**src/rtl/mips_ctrl_pkg.sv**
```systemverilog
// Shared types and constants for the MIPS32 run controller and anything that drives it.
package mips_ctrl_pkg;

    typedef enum logic [2:0] {
        StIdle,
        StClrRf,
        StLoad,
        StRun,
        StDone,
        StErr
    } state_e;

    localparam logic [1:0] ERR_NONE    = 2'd0;
    localparam logic [1:0] ERR_OVF     = 2'd1;
    localparam logic [1:0] ERR_TIMEOUT = 2'd2;
    localparam logic [1:0] ERR_ABORT   = 2'd3;

    // Opcode field of the HLT instruction, for program generators.
    localparam logic [5:0] OP_HLT = 6'h3f;

endpackage

```
**src/rtl/ctrl_counter.sv**
```systemverilog
// Clearable, enabled up-counter with a compare against a terminal value.
module ctrl_counter #(
    parameter int unsigned W = 8
) (
    input  logic         i_clk,
    input  logic         i_rst_n,
    input  logic         i_clr,
    input  logic         i_en,
    input  logic [W-1:0] i_term,
    output logic [W-1:0] o_count,
    output logic         o_at_term
);

    logic [W-1:0] r_count;

    always_ff @(posedge i_clk or negedge i_rst_n) begin
        if (!i_rst_n) begin
            r_count <= '0;
        end else if (i_clr) begin
            r_count <= '0;
        end else if (i_en) begin
            r_count <= r_count + W'(1);
        end
    end

    assign o_count   = r_count;
    assign o_at_term = (r_count == i_term);

endmodule

```
**src/rtl/mips_run_ctrl.sv**
```systemverilog
// Sequences one core execution: register-file init, program load over a
// valid/ready stream, then a supervised run ending in HALT, timeout or abort.
module mips_run_ctrl
    import mips_ctrl_pkg::*;
#(
    parameter int unsigned AW      = 10,
    parameter int unsigned NREG    = 32,
    parameter int unsigned CW      = 32,
    parameter int unsigned TIMEOUT = 1000
) (
    input  logic          i_clk1,
    input  logic          i_rst_n,
    input  logic          i_start,
    input  logic          i_abort,
    input  logic          i_rf_init_idx,
    input  logic          i_prog_valid,
    output logic          o_prog_ready,
    input  logic [31:0]   i_prog_data,
    input  logic          i_prog_last,
    output logic          o_imem_we,
    output logic [AW-1:0] o_imem_addr,
    output logic [31:0]   o_imem_wdata,
    output logic          o_rf_we,
    output logic [4:0]    o_rf_addr,
    output logic [31:0]   o_rf_wdata,
    output logic          o_core_clr,
    output logic          o_core_run,
    input  logic          i_core_halted,
    output logic          o_busy,
    output logic          o_done,
    output logic          o_err,
    output logic [1:0]    o_err_code,
    output logic [CW-1:0] o_cycles,
    output logic [AW:0]   o_prog_len
);

    localparam int unsigned   PW        = AW + 1;
    localparam logic [4:0]    RF_LAST   = 5'(NREG - 1);
    localparam logic [PW-1:0] IMEM_LAST = PW'((2 ** AW) - 1);
    localparam logic [CW-1:0] CYC_LAST  = CW'(TIMEOUT - 1);

    state_e        r_state;
    state_e        w_state_d;
    logic [1:0]    r_err_code;
    logic [1:0]    w_err_code_d;

    logic          w_start_ok;
    logic          w_accept;
    logic [4:0]    w_rf_idx;
    logic          w_rf_last;
    logic [PW-1:0] w_prog_len;
    logic          w_imem_last;
    logic [CW-1:0] w_cycles;
    logic          w_cyc_last;

    assign w_start_ok = i_start &
                        ((r_state == StIdle) | (r_state == StDone) | (r_state == StErr));
    assign w_accept   = (r_state == StLoad) & i_prog_valid;

    ctrl_counter #(
        .W (5)
    ) u_rf_cnt (
        .i_clk     (i_clk1),
        .i_rst_n   (i_rst_n),
        .i_clr     (w_start_ok),
        .i_en      (r_state == StClrRf),
        .i_term    (RF_LAST),
        .o_count   (w_rf_idx),
        .o_at_term (w_rf_last)
    );

    ctrl_counter #(
        .W (PW)
    ) u_len_cnt (
        .i_clk     (i_clk1),
        .i_rst_n   (i_rst_n),
        .i_clr     (w_start_ok),
        .i_en      (w_accept),
        .i_term    (IMEM_LAST),
        .o_count   (w_prog_len),
        .o_at_term (w_imem_last)
    );

    // Counts every edge spent in RUN, so the exiting edge is included.
    ctrl_counter #(
        .W (CW)
    ) u_cyc_cnt (
        .i_clk     (i_clk1),
        .i_rst_n   (i_rst_n),
        .i_clr     (w_start_ok),
        .i_en      (r_state == StRun),
        .i_term    (CYC_LAST),
        .o_count   (w_cycles),
        .o_at_term (w_cyc_last)
    );

    always_ff @(posedge i_clk1 or negedge i_rst_n) begin
        if (!i_rst_n) begin
            r_state    <= StIdle;
            r_err_code <= ERR_NONE;
        end else begin
            r_state    <= w_state_d;
            r_err_code <= w_err_code_d;
        end
    end

    always_comb begin
        w_state_d    = r_state;
        w_err_code_d = r_err_code;
        unique case (r_state)
            StIdle, StDone, StErr: begin
                if (i_start) begin
                    w_state_d    = StClrRf;
                    w_err_code_d = ERR_NONE;
                end
            end
            StClrRf: begin
                if (i_abort) begin
                    w_state_d    = StErr;
                    w_err_code_d = ERR_ABORT;
                end else if (w_rf_last) begin
                    w_state_d = StLoad;
                end
            end
            StLoad: begin
                // A beat accepted alongside abort is still written by the counter path.
                if (i_abort) begin
                    w_state_d    = StErr;
                    w_err_code_d = ERR_ABORT;
                end else if (w_accept) begin
                    if (i_prog_last) begin
                        w_state_d = StRun;
                    end else if (w_imem_last) begin
                        w_state_d    = StErr;
                        w_err_code_d = ERR_OVF;
                    end
                end
            end
            StRun: begin
                if (i_abort) begin
                    w_state_d    = StErr;
                    w_err_code_d = ERR_ABORT;
                end else if (i_core_halted) begin
                    w_state_d = StDone;
                end else if (w_cyc_last) begin
                    w_state_d    = StErr;
                    w_err_code_d = ERR_TIMEOUT;
                end
            end
            default: begin
                w_state_d = StIdle;
            end
        endcase
    end

    always_comb begin
        o_prog_ready = 1'b0;
        o_imem_we    = 1'b0;
        o_imem_wdata = '0;
        o_rf_we      = 1'b0;
        o_rf_wdata   = '0;
        o_core_clr   = 1'b0;
        o_core_run   = 1'b0;
        o_busy       = 1'b0;
        o_done       = 1'b0;
        o_err        = 1'b0;
        o_imem_addr  = w_prog_len[AW-1:0];
        o_rf_addr    = w_rf_idx;
        o_err_code   = r_err_code;
        o_cycles     = w_cycles;
        o_prog_len   = w_prog_len;
        unique case (r_state)
            StClrRf: begin
                o_core_clr = 1'b1;
                o_rf_we    = 1'b1;
                o_rf_wdata = i_rf_init_idx ? {27'd0, w_rf_idx} : 32'd0;
                o_busy     = 1'b1;
            end
            StLoad: begin
                o_core_clr   = 1'b1;
                o_prog_ready = 1'b1;
                o_imem_we    = i_prog_valid;
                o_imem_wdata = i_prog_valid ? i_prog_data : 32'd0;
                o_busy       = 1'b1;
            end
            StRun: begin
                o_core_run = 1'b1;
                o_busy     = 1'b1;
            end
            StDone: begin
                o_done = 1'b1;
            end
            StErr: begin
                o_err = 1'b1;
            end
            default: begin
            end
        endcase
    end

endmodule

```
**config.mk**
```make
export PLATFORM = sky130hd
export DESIGN_NAME = mips_run_ctrl
export DESIGN_NICKNAME = d
export VERILOG_FILES = /design/src/rtl/mips_ctrl_pkg.sv /design/src/rtl/ctrl_counter.sv /design/src/rtl/mips_run_ctrl.sv
export SDC_FILE = /design/constraint.sdc
export NUM_CORES = 1
export LEC_CHECK = 0
export ABC_AREA = 1
export CAP_MARGIN = 20
export CORE_MARGIN = 1.5
export CORE_UTILIZATION = 40
export DETAILED_ROUTE_END_ITERATION = 10
export PLACE_DENSITY = 0.84
export SLEW_MARGIN = 5
export SYNTH_ARGS = -nofsm -noshare
export SYNTH_HDL_FRONTEND = slang
export SYNTH_SLANG_ARGS = --single-unit
export TNS_END_PERCENT = 30
```
**constraint.sdc**
```tcl
create_clock -name i_clk1 -period 1.7 [get_ports i_clk1]
set_input_delay 0.17 -clock i_clk1 [delete_from_list [all_inputs] [get_ports i_clk1]]
set_output_delay 0.17 -clock i_clk1 [all_outputs]
set_load 0.02 [all_outputs]
```
==> results of run 1 <==
## synthesized netlist by cell type, drive strengths merged
cell and n:
o21ai 27, clkbuf 8, a21boi 1, dfrtp 53, conb 1, a21oi 20
buf 41, a211oi 2, nand4 13, xor2 1, o31ai 1, clkinv 1
nor3 7, inv 72, nor2 140, a31oi 2, ha 4, o211ai 1
a22o 1, nand3b 1, nand2 170, nand3 39
## report_power, final
group | total (mW) | switching (mW) | internal [mW]
clock network | 0.742 | 0.456 | 0.286
logic | 2.69 | 1.60 | 1.09
registers | 1.54 | 0.128 | 1.41
## cell type report
cell class,instances,share of cell area (%)
repair buffers,188,29.0
well taps,129,2.88
inverters,73,4.91
flip-flops and latches,53,23.7
clock inverters,3,0.313
multi-input cells,457,38.0
clock buffers,5,1.23
## logic make-up after synthesis
family / Yosys count / synth area share [%]
other cells: 1 / 0.0963
compound gates: 55 / 7.55
flops: 53 / 34.1
xor+xnor: 1 / 0.225
buf+inv: 122 / 15.6
fa+ha+maj: 4 / 1.29
simple gates: 370 / 41.2
## stage by stage
| stage | setup slack [ps] | hold slack (ps) | total power [mW] |
|---|---|---|---|
| 2_1_floorplan | 50.7 | -126 | 3.04 |
| 3_3_place_gp | -104 | 188 | 4.15 |
| 3_5_place_dp | -201 | 190 | 4.21 |
| 4_1_cts | -21.7 | 383 | 4.88 |
| 5_1_grt | -98.8 | 384 | 5.28 |
| 6_report | 10.8 | 372 | 4.96 |
## registers in the layout (all words and copies together), names as in the netlist
register	count
u_cyc_cnt.o_count	32
u_len_cnt.o_count	11
r_state	3
o_err_code	2
u_rf_cnt.o_count	5
## worst register-to-register path, delay by kind of cell, from the launching register on
family / cells / cell delay, ps
AND/OR/NAND/NOR: 7 / 740
buffers and inverters: 3 / 280
flip-flops: 1 / 460
AO/OA/AOI/OAI: 1 / 90
## routing by layer
layer / up-vias / routed length, µm / track usage, %
met5: - / 0 / 0
met2: 150 / 6100 / 37.1
met4: 0 / 183 / 6.62
li1: 2170 / - / -
met1: 2062 / 5140 / 28.5
met3: 23 / 636 / 4.49
## what timing repair did
| item | in CTS | in global routing |
|---|---|---|
| setup buffers | 0 | 6 |
| setup endpoints to repair | 46 | 61 |
| hold endpoints to repair | 53 | 0 |
| resized for setup | 128 | 59 |
| hold buffers | 1 | 0 |
| pin swaps | 0 | 8 |
| cloned | 0 | 0 |
## worst max path at each step
stage,endpoint,cells after the start
global placement,o_imem_wdata[20],5
floorplan,u_cyc_cnt.o_count[26],9
finish,u_cyc_cnt.o_count[12],11
CTS,u_cyc_cnt.o_count[12],11
detailed placement,o_imem_wdata[29],5
global route,u_cyc_cnt.o_count[16],8
==> results.toml, run 1 <==
[sta]
fin_skew_ps = 9.33
finalSetupViolCount = 0
finalCritPeriodShare_pct = 99.4
setup_tns_ps = 0
rsz0062_at_grt = "true"
fmax_mhz = 592
slew_violations = 0
fin_crit_ps = 1690
hold_viol = 0

[routing]
wire_per_inst_um = 13.3
ant_nets = 0
vias = 4405
firstDrtPassIters = 5
routed_wl_mm = 12.1
drc = 0
drtIter0Drc = 303
avgViaCountPerCell = 4.85

[place]
place_congestion = 0.946
place_area_um2 = 5570
placed_cells = 893
dpl.hpwl_mm = 9.18
io_buffers = 144

[layout]
drive_above_1_share_pct = 18.2
regArea_um2 = 1330
finalCoreUtilization_pct = 60.1
final_cell_mix = "nand2_1, nor2_1, clkdlybuf4s50_1"
layoutNonFillerInstCount = 908
num_antenna_cells = 0
design_area_um2 = 5600
final_common_cell = "nand2_1"
syn2layout_area_growth_pct = 43.9
fillers = 896
final_nets = 822
multiInputGateArea_um2 = 2130

[die]
ios = 172
core_area_um2 = 9330
initial_core_util_pct = 41.7
num_rows = 35
design.die.area_um2 = 10300
die_height_um = 102
die_w_um = 102

[clocking]
cts-buffers-inserted = 5
root_buffer = "clkbuf_8"
cts_tree = "done"
path_clk_slew_ps = 100
cts_num_sinks = 53
htreeDepth = 2
clkLatencyLatePin_ps = 320
clock_path_buffers = 2

[setup_path]
path_cells = "inv_2, nand2_2, nor2_4, buf_12, nand2_1, nor2_2, nand2_1, nand2_1, o21ai_0, nand2_1, inv_1"
r2r_end = "u_cyc_cnt.o_count[12]"
regToRegSetupSlack_ps = 10
worstPathBufferInverterCount = 3
critical_path_class = "register to register"
crit_start = "r_state[2]"
worst_setup_path_start_kind = "register"
slowest_stage = "dfrtp_2"
cpMostUsedCell = "nand2_1"
critPathRequiredTime_ps = 1910
reg2reg_depth = 11
endpoint_kind = "register"
r2r_start = "r_state[2]"
crit_arrival_ps = 1900
crit_fanout = 8
max_stage_delay_ps = 460
crit_family = "simple AND/OR/NAND/NOR gates"

[synthesis]
ys_types = 33
ys_seq_elements = 53
yosysTopAreaCellShare_pct = 34.1
yosysSeqAreaShare_pct = 34.1
postSynthCellCount = 606
synth.avg_cell_area_um2 = 6.43
synth_area_um2 = 3890
ys_top_cells_by_area = "dfrtp_1, nand2_1, nor2_1, buf_4, inv_1"
yosysTopAreaCell = "dfrtp_1"
synth-warning-count = 0

[global_route]
grt_max_degree = 54
gr-total-overflow = 0
antenna_found_initial = 0
grtUsageTotal_pct = 22.0
grt_pass1_vias = 3917
grt_first_pass_wirelength_mm = 18.3

[pwr]
p_leak_nw = 2.76
p_per_area_nw_per_um2 = 886
irDropWorstVdd_v = 0.000828

[flow_run]
drv_cap = 0

[outcome]
status = "complete, no violations"

[min_path]
hp-class = "input pin to asynchronous set/reset pin"
Power figures use the tool's default switching activity.
==> inputs of run 2 (changes only) <==
- SLEW_MARGIN: 5 -> unset
==> results of run 2 <==
The final DEF is identical to that of run 1; final timing and power are the same.
==> inputs of run 3 (changes only) <==
- CTS_CLUSTER_SIZE: unset -> 20
- RECOVER_POWER: unset -> 100
==> run 3 against run 2 <==
Net effect: clock skew shrank 1.3 ps; largest cell class unchanged; hold slack improved by 110 ps; combinational power hardly changed; critical endpoint unchanged; first-iteration DRC count fell by 15%; clock power shrank 0.5%; final cell count is the same.
==> results.toml, run 3 (synthesis gave the netlist of run 1 again) <==
[outcome]
status = "complete, no violations"

[sta]
finalCritPeriodShare_pct = 99.4
rsz0062_at_grt = "true"
slew_violations = 0
fin_hold_ws_ps = 482
hold_viol = 0
timing.slew.headroom_pct = 50.5
fin_skew_ps = 8.04
fmax_mhz = 592
finalSetupViolCount = 0
worst_slew_pin_slew_ps = 743
fin_crit_ps = 1690
setup_tns_ps = 0

[clocking]
cts_num_sinks = 53
cts-buffers-inserted = 5
path_clk_slew_ps = 100
root_buffer = "clkbuf_8"
cts_tree = "done"
clock_path_buffers = 2
clkLatencyLatePin_ps = 320
htreeDepth = 2

[setup_path]
worstPathBufferInverterCount = 3
crit_arrival_ps = 1900
crit_family = "simple AND/OR/NAND/NOR gates"
critical_path_class = "register to register"
endpoint_kind = "register"
path_cells = "inv_2, nand2_2, nor2_4, buf_12, nand2_1, nor2_2, nand2_1, nand2_1, o21ai_0, nand2_1, inv_1"
cpMostUsedCell = "nand2_1"
critPathRequiredTime_ps = 1910
worst_setup_path_start_kind = "register"
crit_fanout = 8
r2r_start = "r_state[2]"
slowest_stage = "dfrtp_2"
crit_start = "r_state[2]"
max_stage_delay_ps = 460

[global_route]
use_met3_pct = 4.49
grtUsageTotal_pct = 22.0
grt_first_pass_wirelength_mm = 18.3
met1_usage_pct = 28.5
grt_max_degree = 54
antenna_found_initial = 0
top_usage_layer = "met2"
gr-total-overflow = 0
met2_usage_pct = 37.1
grt_pass1_vias = 3917

[routing]
routed_wl_mm = 12.1
vias = 4405
firstDrtPassIters = 5
ant_nets = 0
wire_per_inst_um = 13.3
drtIter0Drc = 257
drc = 0
avgViaCountPerCell = 4.85

[pwr]
p_leak_nw = 2.75
seqPwrFrac_pct = 31.0
p_sw_share_pct = 43.9
clkPwrFrac_pct = 14.9
p_per_area_nw_per_um2 = 886
irDropWorstVdd_v = 0.000827
p_sw_mw = 2.17
pwr-share-comb_pct = 54.1
intPower_mw = 2.78
power_mw = 4.95

[layout]
final_nets = 822
syn2layout_area_growth_pct = 43.6
fillers = 896
layoutNonFillerInstCount = 908
drive_above_1_share_pct = 18.2
largest_reg_flops = 32
num_antenna_cells = 0
final_common_cell = "nand2_1"
final_cell_mix = "nand2_1, nor2_1, clkdlybuf4s50_1"

[die]
core_area_um2 = 9330
ios = 172
num_rows = 35
die_height_um = 102
die_w_um = 102
initial_core_util_pct = 41.7
design.die.area_um2 = 10300

[place]
place_congestion = 0.946
io_buffers = 144
placed_cells = 893
dpl.hpwl_mm = 9.18

[flow_run]
drv_cap = 0

[min_path]
hold_path_startpoint = "o_err_code[0]"
hp-class = "register to register"
## run 3: cell count changes in the layout (fill, tap and decap cells not counted)
cell,change
buf_12,-1
clkbuf_4,+1
## run 3: repair_timing
action	in CTS	in global routing
gates resized for setup	128	59
pin swaps	0	8
setup endpoints to repair	46	61
endpoints found under the hold margin	53	0
setup buffers	0	6
hold buffers	1	0
## run 3: worst min-delay path, stage by stage (launching register included)
cell	delay (ps)
dfrtp_1	360
nand2_1	50
nand2_1	50
## run 3: cell type report
cell class,instances,area (µm²),area share [%]
multi-input combinational,457,2130,38.0
timing repair buffer,188,1610,28.8
sequential,53,1330,23.8
inverter,73,275,4.92
tap,129,161,2.89
clock buffer,5,68.8,1.23
clock inverter,3,17.5,0.313
## run 3: final timing paths
path	to	slack [ps]	depth (start not counted)
worst min register to register	o_err_code[0]	480	2
worst max register to register	u_cyc_cnt.o_count[12]	10	11
min in group asynchronous	u_cyc_cnt.o_count[9]	570	3
worst min-delay path	o_err_code[0]	480	2
max in group asynchronous	r_state[2]	620	3
worst max-delay path	u_cyc_cnt.o_count[12]	10	11
## run 3: per-layer routing
| layer | wire length, µm | share of wire (%) |
|---|---|---|
| met5 | 0 | 0 |
| met4 | 250 | 2.1 |
| met3 | 700 | 5.8 |
| met2 | 6080 | 50 |
| met1 | 5040 | 42 |
## run 3: stage by stage
| step | util [%] | worst slack, ps | area [µm²] |
|---|---|---|---|
| 6_report | 59.9 | 10.1 | 5590 |
| 5_1_grt | 59.9 | -98.8 | 5590 |
| 4_1_cts | 60.8 | -21.7 | 5670 |
| 3_5_place_dp | 59.7 | -201 | 5570 |
| 3_3_place_gp | 59.7 | -104 | 5570 |
| 2_1_floorplan | - | 50.7 | 3990 |
## run 3: power by group through the flow
stage / combinational, mW / clock, mW / sequential [mW]
floorplan: 1.31 / 0 / 1.73
global placement: 2.61 / 0 / 1.54
detailed placement: 2.65 / 0 / 1.55
CTS: 2.60 / 0.744 / 1.53
global route: 2.92 / 0.801 / 1.56
finish: 2.68 / 0.738 / 1.54
